==> config.mk <==
export PLATFORM = sky130hd
export DESIGN_NAME = game_flow_ctrl_flat
export DESIGN_NICKNAME = d
export VERILOG_FILES = /design/src/rtl/game_flow_ctrl_if.sv /design/src/rtl/game_flow_ctrl.sv /design/src/flat_wrapper.sv
export SDC_FILE = /design/constraint.sdc
export NUM_CORES = 1
export LEC_CHECK = 0
export BUFFER_PORTS_ARGS = -buffer_cell sky130_fd_sc_hd__buf_2
export CELL_PAD_IN_SITES_DETAIL_PLACEMENT = 0
export CELL_PAD_IN_SITES_GLOBAL_PLACEMENT = 2
export CORE_ASPECT_RATIO = 0.7
export CORE_MARGIN = 8
export CORE_UTILIZATION = 30
export CTS_CLUSTER_DIAMETER = 80
export DETAILED_ROUTE_END_ITERATION = 16
export PLACE_DENSITY = 0.77
export SYNTH_ARGS = -nofsm -noshare
export SYNTH_HDL_FRONTEND = slang
export SYNTH_SLANG_ARGS = --single-unit
==> constraint.sdc <==
create_clock -name Clk -period 1.7 [get_ports Clk]
set_clock_uncertainty 0.15 [all_clocks]
set_input_delay 0.17 -clock Clk [delete_from_list [all_inputs] [get_ports Clk]]
set_output_delay 0.17 -clock Clk [all_outputs]
set_load 0.02 [all_outputs]
==> src/rtl/game_flow_ctrl_if.sv <==
// Game flow controller signal bundle: frame/key/player status in, phase and
// timer out. master = stimulus/game side, slave = game_flow_ctrl.
//
// Signals:
//   frame_tick    1-cycle pulse per video frame
//   key_any       level, any key held by either player
//   num_eat_blue  blue diamonds collected (4b)
//   num_eat_red   red diamonds collected (4b)
//   boy_at_door   boy overlaps his exit door
//   girl_at_door  girl overlaps her exit door
//   boy_dead      boy touched a lethal hazard
//   girl_dead     girl touched a lethal hazard
//   game_state    0 TITLE 1 CLEAR 2 PLAY 3 EXIT_WAIT 4 WIN 5 LOSE_ANIM 6 LOSE
//   play_en       movement / physics enable
//   diamond_clear 1-cycle clear for the diamond collision FSMs
//   timer_sec     elapsed seconds this round (10b)
//   win           high in WIN
//   lose          high in LOSE_ANIM and LOSE
interface game_flow_ctrl_if;
    logic       frame_tick;
    logic       key_any;
    logic [3:0] num_eat_blue;
    logic [3:0] num_eat_red;
    logic       boy_at_door;
    logic       girl_at_door;
    logic       boy_dead;
    logic       girl_dead;
    logic [2:0] game_state;
    logic       play_en;
    logic       diamond_clear;
    logic [9:0] timer_sec;
    logic       win;
    logic       lose;

    modport master (
        output frame_tick, key_any,
        output num_eat_blue, num_eat_red,
        output boy_at_door, girl_at_door,
        output boy_dead, girl_dead,
        input  game_state, play_en, diamond_clear,
        input  timer_sec, win, lose
    );

    modport slave (
        input  frame_tick, key_any,
        input  num_eat_blue, num_eat_red,
        input  boy_at_door, girl_at_door,
        input  boy_dead, girl_dead,
        output game_state, play_en, diamond_clear,
        output timer_sec, win, lose
    );
endinterface

==> src/rtl/game_flow_ctrl.sv <==
// Top-level game sequencer: title -> clear -> play -> exit wait -> win/lose,
// with a per-round seconds timer driven by the frame tick.
//
// Ports:
//   Clk    system clock
//   Reset  synchronous, active-high
//   bus    game_flow_ctrl_if.slave (see interface file for signal list)
module game_flow_ctrl #(
    parameter int FRAMES_PER_SEC    = 60,
    parameter int TOTAL_BLUE        = 3,
    parameter int TOTAL_RED         = 3,
    parameter int DOOR_HOLD_FRAMES  = 30,
    parameter int LOSE_DELAY_FRAMES = 90,
    parameter int TIME_LIMIT        = 0
) (
    input  logic              Clk,
    input  logic              Reset,
    game_flow_ctrl_if.slave   bus
);

    localparam int FW = $clog2(FRAMES_PER_SEC + 1);
    localparam int HW = $clog2(DOOR_HOLD_FRAMES + 1);
    localparam int LW = $clog2(LOSE_DELAY_FRAMES + 1);
    localparam logic [9:0] TIMER_MAX = 10'd999;

    typedef enum logic [2:0] {
        S_TITLE     = 3'd0,
        S_CLEAR     = 3'd1,
        S_PLAY      = 3'd2,
        S_EXIT_WAIT = 3'd3,
        S_WIN       = 3'd4,
        S_LOSE_ANIM = 3'd5,
        S_LOSE      = 3'd6
    } state_t;

    state_t          r_state;
    state_t          w_next;
    logic            r_key_q;
    logic            r_key_ok;
    logic [FW-1:0]   r_frame_cnt;
    logic [9:0]      r_timer_sec;
    logic [HW-1:0]   r_hold_cnt;
    logic [LW-1:0]   r_lose_cnt;

    logic            w_key_edge;
    logic            w_all_gems;
    logic            w_at_doors;
    logic            w_dead;
    logic            w_time_up;
    logic            w_exit_ok;
    logic            w_lose_now;
    logic            w_hold_last;
    logic            w_lose_last;
    logic            w_frame_last;
    logic            w_timer_run;
    logic            w_enter_clear;

    // r_key_ok only arms after key_any has been seen low, so a key held
    // through reset cannot look like a fresh press.
    assign w_key_edge   = bus.key_any & ~r_key_q & r_key_ok;
    assign w_all_gems   = (bus.num_eat_blue >= 4'(TOTAL_BLUE)) &&
                          (bus.num_eat_red  >= 4'(TOTAL_RED));
    assign w_at_doors   = bus.boy_at_door && bus.girl_at_door;
    assign w_dead       = bus.boy_dead || bus.girl_dead;
    assign w_time_up    = (TIME_LIMIT != 0) &&
                          (r_timer_sec == 10'(TIME_LIMIT));
    assign w_exit_ok    = w_all_gems && w_at_doors;
    assign w_lose_now   = w_dead || w_time_up;
    assign w_hold_last  = (r_hold_cnt == HW'(DOOR_HOLD_FRAMES - 1));
    assign w_lose_last  = (r_lose_cnt == LW'(LOSE_DELAY_FRAMES - 1));
    assign w_frame_last = (r_frame_cnt == FW'(FRAMES_PER_SEC - 1));
    assign w_timer_run  = (r_state == S_PLAY) ||
                          (r_state == S_EXIT_WAIT);
    assign w_enter_clear = (w_next == S_CLEAR) &&
                           (r_state != S_CLEAR);

    // State register
    always_ff @(posedge Clk) begin
        if (Reset) begin
            r_state <= S_TITLE;
        end else begin
            r_state <= w_next;
        end
    end

    // Next-state logic; death and timeout always beat the exit path
    always_comb begin
        w_next = r_state;
        unique case (r_state)
            S_TITLE: begin
                if (w_key_edge) w_next = S_CLEAR;
            end
            S_CLEAR: begin
                w_next = S_PLAY;
            end
            S_PLAY: begin
                if (w_lose_now)     w_next = S_LOSE_ANIM;
                else if (w_exit_ok) w_next = S_EXIT_WAIT;
            end
            S_EXIT_WAIT: begin
                if (w_lose_now)      w_next = S_LOSE_ANIM;
                else if (!w_exit_ok) w_next = S_PLAY;
                else if (bus.frame_tick && w_hold_last)
                    w_next = S_WIN;
            end
            S_WIN, S_LOSE: begin
                if (w_key_edge) w_next = S_CLEAR;
            end
            S_LOSE_ANIM: begin
                if (bus.frame_tick && w_lose_last)
                    w_next = S_LOSE;
            end
            default: begin
                w_next = S_TITLE;
            end
        endcase
    end

    // Moore outputs
    always_comb begin
        bus.game_state    = r_state;
        bus.play_en       = 1'b0;
        bus.diamond_clear = 1'b0;
        bus.win           = 1'b0;
        bus.lose          = 1'b0;
        unique case (r_state)
            S_CLEAR:     bus.diamond_clear = 1'b1;
            S_PLAY:      bus.play_en       = 1'b1;
            S_EXIT_WAIT: bus.play_en       = 1'b1;
            S_WIN:       bus.win           = 1'b1;
            S_LOSE_ANIM: bus.lose          = 1'b1;
            S_LOSE:      bus.lose          = 1'b1;
            default:     ;
        endcase
    end

    assign bus.timer_sec = r_timer_sec;

    // Key edge detector
    always_ff @(posedge Clk) begin
        if (Reset) begin
            r_key_q  <= 1'b0;
            r_key_ok <= 1'b0;
        end else begin
            r_key_q <= bus.key_any;
            if (!bus.key_any) r_key_ok <= 1'b1;
        end
    end

    // Round timer; frozen outside PLAY/EXIT_WAIT so the final time stays
    always_ff @(posedge Clk) begin
        if (Reset) begin
            r_frame_cnt <= '0;
            r_timer_sec <= '0;
        end else if (w_enter_clear) begin
            r_frame_cnt <= '0;
            r_timer_sec <= '0;
        end else if (w_timer_run && bus.frame_tick) begin
            if (w_frame_last) begin
                r_frame_cnt <= '0;
                if (r_timer_sec != TIMER_MAX)
                    r_timer_sec <= r_timer_sec + 10'd1;
            end else begin
                r_frame_cnt <= r_frame_cnt + FW'(1);
            end
        end
    end

    // Door hold counter: only accumulates while staying in EXIT_WAIT,
    // so any exit (back to PLAY, WIN, LOSE_ANIM) leaves it at zero.
    always_ff @(posedge Clk) begin
        if (Reset) begin
            r_hold_cnt <= '0;
        end else if ((r_state == S_EXIT_WAIT) &&
                     (w_next == S_EXIT_WAIT)) begin
            if (bus.frame_tick) r_hold_cnt <= r_hold_cnt + HW'(1);
        end else begin
            r_hold_cnt <= '0;
        end
    end

    // Death animation counter
    always_ff @(posedge Clk) begin
        if (Reset) begin
            r_lose_cnt <= '0;
        end else if ((r_state == S_LOSE_ANIM) &&
                     (w_next == S_LOSE_ANIM)) begin
            if (bus.frame_tick) r_lose_cnt <= r_lose_cnt + LW'(1);
        end else begin
            r_lose_cnt <= '0;
        end
    end

endmodule

==> src/flat_wrapper.sv <==
// flat-port wrapper written by rule: the top's interface ports become plain ports
module game_flow_ctrl_flat 
#(
    parameter int FRAMES_PER_SEC    = 60,
    parameter int TOTAL_BLUE        = 3,
    parameter int TOTAL_RED         = 3,
    parameter int DOOR_HOLD_FRAMES  = 30,
    parameter int LOSE_DELAY_FRAMES = 90,
    parameter int TIME_LIMIT        = 0
)
  (Clk, Reset, bus_frame_tick, bus_key_any, bus_num_eat_blue, bus_num_eat_red, bus_boy_at_door, bus_girl_at_door, bus_boy_dead, bus_girl_dead, bus_game_state, bus_play_en, bus_diamond_clear, bus_timer_sec, bus_win, bus_lose);
  game_flow_ctrl_if bus_i ();
  input  logic Clk;
  input  logic Reset;
  input wire logic [$bits(bus_i.frame_tick)-1:0] bus_frame_tick;
  input wire logic [$bits(bus_i.key_any)-1:0] bus_key_any;
  input wire logic [$bits(bus_i.num_eat_blue)-1:0] bus_num_eat_blue;
  input wire logic [$bits(bus_i.num_eat_red)-1:0] bus_num_eat_red;
  input wire logic [$bits(bus_i.boy_at_door)-1:0] bus_boy_at_door;
  input wire logic [$bits(bus_i.girl_at_door)-1:0] bus_girl_at_door;
  input wire logic [$bits(bus_i.boy_dead)-1:0] bus_boy_dead;
  input wire logic [$bits(bus_i.girl_dead)-1:0] bus_girl_dead;
  output wire logic [$bits(bus_i.game_state)-1:0] bus_game_state;
  output wire logic [$bits(bus_i.play_en)-1:0] bus_play_en;
  output wire logic [$bits(bus_i.diamond_clear)-1:0] bus_diamond_clear;
  output wire logic [$bits(bus_i.timer_sec)-1:0] bus_timer_sec;
  output wire logic [$bits(bus_i.win)-1:0] bus_win;
  output wire logic [$bits(bus_i.lose)-1:0] bus_lose;
  assign bus_i.frame_tick = bus_frame_tick;
  assign bus_i.key_any = bus_key_any;
  assign bus_i.num_eat_blue = bus_num_eat_blue;
  assign bus_i.num_eat_red = bus_num_eat_red;
  assign bus_i.boy_at_door = bus_boy_at_door;
  assign bus_i.girl_at_door = bus_girl_at_door;
  assign bus_i.boy_dead = bus_boy_dead;
  assign bus_i.girl_dead = bus_girl_dead;
  assign bus_game_state = bus_i.game_state;
  assign bus_play_en = bus_i.play_en;
  assign bus_diamond_clear = bus_i.diamond_clear;
  assign bus_timer_sec = bus_i.timer_sec;
  assign bus_win = bus_i.win;
  assign bus_lose = bus_i.lose;
  game_flow_ctrl #(.FRAMES_PER_SEC(FRAMES_PER_SEC), .TOTAL_BLUE(TOTAL_BLUE), .TOTAL_RED(TOTAL_RED), .DOOR_HOLD_FRAMES(DOOR_HOLD_FRAMES), .LOSE_DELAY_FRAMES(LOSE_DELAY_FRAMES), .TIME_LIMIT(TIME_LIMIT)) u_core (.Clk(Clk), .Reset(Reset), .bus(bus_i));
endmodule
Word-level counts from Yosys, hierarchy flattened:

Cells that the tools add are included.

* magnitude comparators: 2
* $add $sub $neg: 4
* bitwise operators: 5
* mux-type cells: 13
* equality and inequality tests: 14
* reductions and logical operators: 19

Operators by type and width (number)
* two-way mux 3 bit: 7
* case mux 3 bit (5 select lines): 1
* == test 3 bit (second input constant): 4
* adder 10 x 1 -> 10 bit (second input constant): 1
* inequality test 10 bit (second input constant): 1
* OR reduction 2 bit: 5
* == test 3 x 2 -> 1 bit (second input constant): 3
* logical AND 1 bit: 9
* >= comparator 4 x 2 -> 1 bit (second input constant): 2
* adder 7 x 1 -> 7 bit (second input constant): 1
* == test 7 bit (second input constant): 1
* adder 6 x 1 -> 6 bit (second input constant): 1
* == test 3 x 1 -> 1 bit (second input constant): 2
* == test 6 bit (second input constant): 1
* two-way mux 6 bit: 1
* adder 5 x 1 -> 5 bit (second input constant): 1
* == test 5 bit (second input constant): 1
* two-way mux 1 bit: 4
* zero test 3 bit: 1
* inequality test 3 x 1 -> 1 bit (second input constant): 1
* inverter 1 bit: 3
* AND reduction 3 bit: 1
* OR reduction 3 bit: 1
* AND 1 bit: 2
* logical OR 1 bit: 2

* register bits: 33
* bits of input ports: 16

Longest topological paths before layout:

* depth in word-level cells: 10
* gate-level depth with buffers: 7
* mapped depth without buffers: 6

Worst setup path before layout:

No wires, ideal clock.

* path kind: register to register
* start point: register u_core.r_timer_sec[0] (netlist: u_core.bus.timer_sec[0])
* end point: register u_core.r_timer_sec[5] (netlist: u_core.bus.timer_sec[5])
* clock period less this slack: 1794 ps
* arrival time: 1525 ps
* buffers on the path: 0
* path slack: -94 ps
* cell stages (with the launch flop): 6
* cells stage by stage: dfxtp_1 ha_1 and4_1 a311oi_4 nand4_1 mux2i_1

* word-level cells in the longest chain between the ends: 2
* elaborated cells between the ends (all ways): 3
* those cells by class: 1 x add/sub; 1 x eq/ne; 1 x reduce/logical

Ends and longest elaborated chain
* from (decl): RTL line game_flow_ctrl.sv:41 `logic [9:0] r_timer_sec;`
* from (signal assigned): RTL line game_flow_ctrl.sv:162 `r_timer_sec <= r_timer_sec + 10'd1;`
* parallel branches: the longest is 2 deep, another holds adder 10 x 1 -> 10 bit

Parallel ways; which one is timed is not known.
A chain may end at the register's enable or synchronous reset.

Worst setup path in the final report:

* start point: register u_core.r_lose_cnt[1]
* end point: register u_core.r_hold_cnt[3]

* word-level cells in the longest chain between the ends: 8

Ends and longest elaborated chain
* from (decl): RTL line game_flow_ctrl.sv:43 `logic [LW-1:0] r_lose_cnt;`
* from (signal assigned): RTL line game_flow_ctrl.sv:188 `if (bus.frame_tick) r_lose_cnt <= r_lose_cnt + LW'(1);`
* == test 7 bit: RTL line game_flow_ctrl.sv:70 `assign w_lose_last = (r_lose_cnt == LW'(LOSE_DELAY_FRAMES - 1));`
* logical AND 1 bit: RTL line game_flow_ctrl.sv:110 `if (bus.frame_tick && w_lose_last)`
* two-way mux 3 bit: RTL line game_flow_ctrl.sv:110
* case mux 3 bit (5 select lines): RTL line game_flow_ctrl.sv:89 `unique case (r_state)`
* == test 3 x 2 -> 1 bit: RTL line game_flow_ctrl.sv:175 `(w_next == S_EXIT_WAIT)) begin`
* logical AND 1 bit: RTL line game_flow_ctrl.sv:174 `end else if ((r_state == S_EXIT_WAIT) &&`
* inverter 1 bit (no line)
* OR reduction 2 bit (no line)
* to (signal assigned): RTL line game_flow_ctrl.sv:176 `if (bus.frame_tick) r_hold_cnt <= r_hold_cnt + HW'(1);`
* to (decl): RTL line game_flow_ctrl.sv:42 `logic [HW-1:0] r_hold_cnt;`

No other way between the ends.

==> results.ini <==
[run_status]
run_status=finished, violations left
violations=negative setup slack

[worst_hold_path]
hold-path-cell-count=2
hold_path.class=primary input to flip-flop
hold_end=u_core.bus.game_state[2]$_SDFF_PP0_
hold_path_startpoint=Reset

[detailed_routing]
detailroute.via_count=1588
wl_um=4543
wl_per_cell_um=13.60
vias_per_cell=4.754
antenna_violating_nets_left=0
drt_iter0_markers=74
drt-pass1-iter-count=4
detail_route.drc_violations=0

[worst_setup_path]
critical_path.cell_chain=inv_2 > ha_4 > nand4_1 > o311ai_2 > o31a_1 > a211oi_1
worst_reg2reg_path_startpoint=u_core.r_lose_cnt[1]$_SDFFE_PP0P_
critical_path.reg2reg.endpoint=u_core.r_hold_cnt[3]$_SDFFE_PP0P_
worst_ep_arrival_time_ns=1.73
cp_max_fo=6
critPathLaunchType=flip-flop
r2r.worst_path.cells=6
delay_contributed_by_the_slowest_stage_of_the_critical_path_ns=0.34
regToRegSetupSlack_ns=-0.02
critical_path_s_top_delay_family=compound AO/OA/AOI/OAI gates
critical_path.n_buffers_inverters=1
endpoint_kind=flip-flop
timing.critical_path.slowest_stage_cell=o311ai_2
timing_worst_setup_path_type=flip-flop to flip-flop
worstPathRequired_ns=1.70

[sta]
fmax_mhz=579.7
worst_slew_pin_slew_ns=0.4211
holdWs_ns=0.03962
slew-limit-headroom_pct=71.74
slew_viol_final=0
rsz0062_at_grt=true
min_period_ns=1.725
timing_hold_violations_final=0
timing.final.ws_setup_ns=-0.02497
period_share_pct=101.5
finalSetupViolCount=5

[run]
drv_cap=0

[synth]
count_of_different_cell_masters_after_synthesis=42
synthesis.area_per_instance_um2=9.079
synth-seq-area-share_pct=38.10
postSynthCellCount=191
synthesis.nets=213
yosys_warnings=0
synthesis.area_mm2=0.001734
postSynthRegisterBits=33

[floorplanning]
design.die.area_mm2=0.008508
floorplan.initialDensity_pct=30.75
std_cell_rows=23
fp.coreArea_mm2=0.005640
die_h_um=79.61
die-width_um=106.9
top_level_ports=33

[global_route]
grt_start_max_net_pins=11
groute.usage.overall_pct=11.21
grt_antenna_before_repair=0
first_global_vias=1569
grt_overflow_total=0
wire_length_of_the_first_global_routing_pass_um=7652

[placed_design]
post-dp-hpwl_um=3478
buffers_added_on_ports=32
finalWeightedCongestion=0.7698
dpl_cell_area_mm2=0.002223

[clock_tree]
clk_pin_slew_worst_paths_ns=0.06
clock-sinks=33
clock_tree.root_cell=clkbuf_8
cts_tree=yes
cts-root-to-sink-buffers=2
numCtsBuffers=5
clk_latency_ns=0.29
cts-htree-levels=2

[final_layout]
final_cell_mix=buf_2 (32), buf_4 (32), dfxtp_1 (23), nor2_1 (22), nand2_1 (14)
finalNetCount=280
postLayoutCellArea_mm2=0.002392
syn2layout_area_growth_pct=37.95
antennaDiodeCount=0
post_route_cells_drive_above_1_share_pct=39.77

[pwr]
max-vdd-ir-drop_v=0.0001985
leakage_nw=1.013
powerDensity_mw_per_mm2=637.7

[final cells by class]
type	instances	area [um^2]
Timing Repair Buffer	67	432.9
Clock buffer	8	90.09
Fill cell	580	3248
Inverter	9	33.78
Multi-Input combinational cell	142	1066
Tap cell	75	93.84
Sequential cell	33	675.6
[power by group]
| part | internal [mW] | total (mW) | switching (mW) |
|---|---|---|---|
| sequential | 0.778 | 0.785 | 0.00688 |
| clock | 0.330 | 0.617 | 0.287 |
| combinational | 0.0555 | 0.123 | 0.0679 |
[state kept, by name (all words and copies together), names as in the netlist]
register / flops
u_core.r_hold_cnt: 5
u_core.bus.timer_sec: 10
u_core.bus.game_state: 3
u_core.r_lose_cnt: 7
u_core.r_key_q: 1
u_core.r_key_ok: 1
u_core.r_frame_cnt: 6
[per-stage QoR]
stage | power (mW) | setup TNS (ns) | setup WS [ns] | utilization, % | cells
floorplan | 0.8639 | 0 | 0.0003774 | - | 191
global placement | 0.9204 | 0 | 0.003678 | 39.42 | 324
detailed placement | 0.9207 | -0.03283 | -0.03283 | 39.42 | 324
CTS | 1.548 | -0.01285 | -0.01285 | 41.35 | 333
global route | 1.593 | -0.4005 | -0.07565 | 42.41 | 334
finish | 1.526 | -0.07218 | -0.02497 | 42.41 | 334
[cell families (layout without fill, tap and decap cells)]
kind of cell / count (synthesis) / in the layout / synth area share (%)
DFF: 33 / 33 / 38.10
adders and majority gates: 6 / 6 / 4.329
xor gates and xnor gates: 18 / 18 / 9.091
AOI/OAI and AO/OA: 34 / 34 / 15.08
and+or+nand+nor: 81 / 81 / 27.92
muxes: 3 / 3 / 1.732
buffers and inverters: 16 / 84 / 3.752
[worst max-delay path by stage]
stage	startpoint	end	slack (ns)	cells past startpoint
after floorplan	u_core.bus.timer_sec[0]$_SDFFE_PP0P_	u_core.bus.timer_sec[5]$_SDFFE_PP0P_	0.0004	5
after global placement	u_core.bus.timer_sec[0]$_SDFFE_PP0P_	u_core.bus.timer_sec[5]$_SDFFE_PP0P_	0.004	5
after detailed placement	u_core.bus.timer_sec[0]$_SDFFE_PP0P_	u_core.bus.timer_sec[5]$_SDFFE_PP0P_	-0.03	5
after CTS	u_core.bus.timer_sec[0]$_SDFFE_PP0P_	u_core.bus.timer_sec[5]$_SDFFE_PP0P_	-0.01	5
after global routing	u_core.r_lose_cnt[1]$_SDFFE_PP0P_	u_core.r_hold_cnt[0]$_SDFFE_PP0P_	-0.08	6
final	u_core.r_lose_cnt[1]$_SDFFE_PP0P_	u_core.r_hold_cnt[3]$_SDFFE_PP0P_	-0.02	6
[cells in the mapped netlist, drive strengths merged]
master	count	area share, %
nand2	14	3.0
nor2	22	4.8
a21oi	8	2.5
a211o	3	1.6
o311a	1	0.58
o21a	1	0.43
a211oi	7	3.0
nor3	2	0.58
or2	1	0.36
o31ai	3	1.3
o311ai	1	0.51
a311oi	2	2.0
dfxtp	33	38
xnor2	10	5.1
and4bb	2	1.4
nor2b	5	1.8
nor4b	1	0.51
mux2i	3	1.7
o21ai	4	1.2
xor2	8	4.0
a31o	1	0.51
nand3b	3	1.3
a21o	1	0.43
and4	2	1.0
nand4	10	3.6
o31a	1	0.51
buf	4	1.2
or4	1	0.43
nand2b	4	1.4
nor4	5	2.7
nand4b	2	2.7
clkbuf	3	0.65
nand3	4	1.2
inv	9	1.9
a32oi	1	0.51
ha	6	4.3
and3	3	1.1
[worst register-to-register path: cells and delay by family (launching register included)]
family                     cells  cell delay, ns
and+or+nand+nor                1            0.14
DFF                            1            0.32
buffers and inverters          1            0.07
adders and majority gates      1            0.12
AOI/OAI and AO/OA              3            0.80
[routing by layer]
layer  routed length (um)  track usage, %  part of all wire, %  vias to the layer above
li1                     -               -                    -                      823
met1                 2430           15.13                   53                      728
met2                 1777           15.66                   39                       30
met3                  263           3.952                  5.8                        7
met4                   72           4.755                  1.6                        0
met5                    0               0                    0                        -
[repair_timing]
item | 4_1_cts | 5_1_grt
buffers inserted | 0 | 1
pin swaps | 1 | 6
gates cloned | 0 | 0
hold buffers | 1 | 0
hold endpoints to repair | 2 | 0
setup endpoints to repair | 7 | 23
resized for setup | 2 | 19
Power figures use the tool's default switching activity.
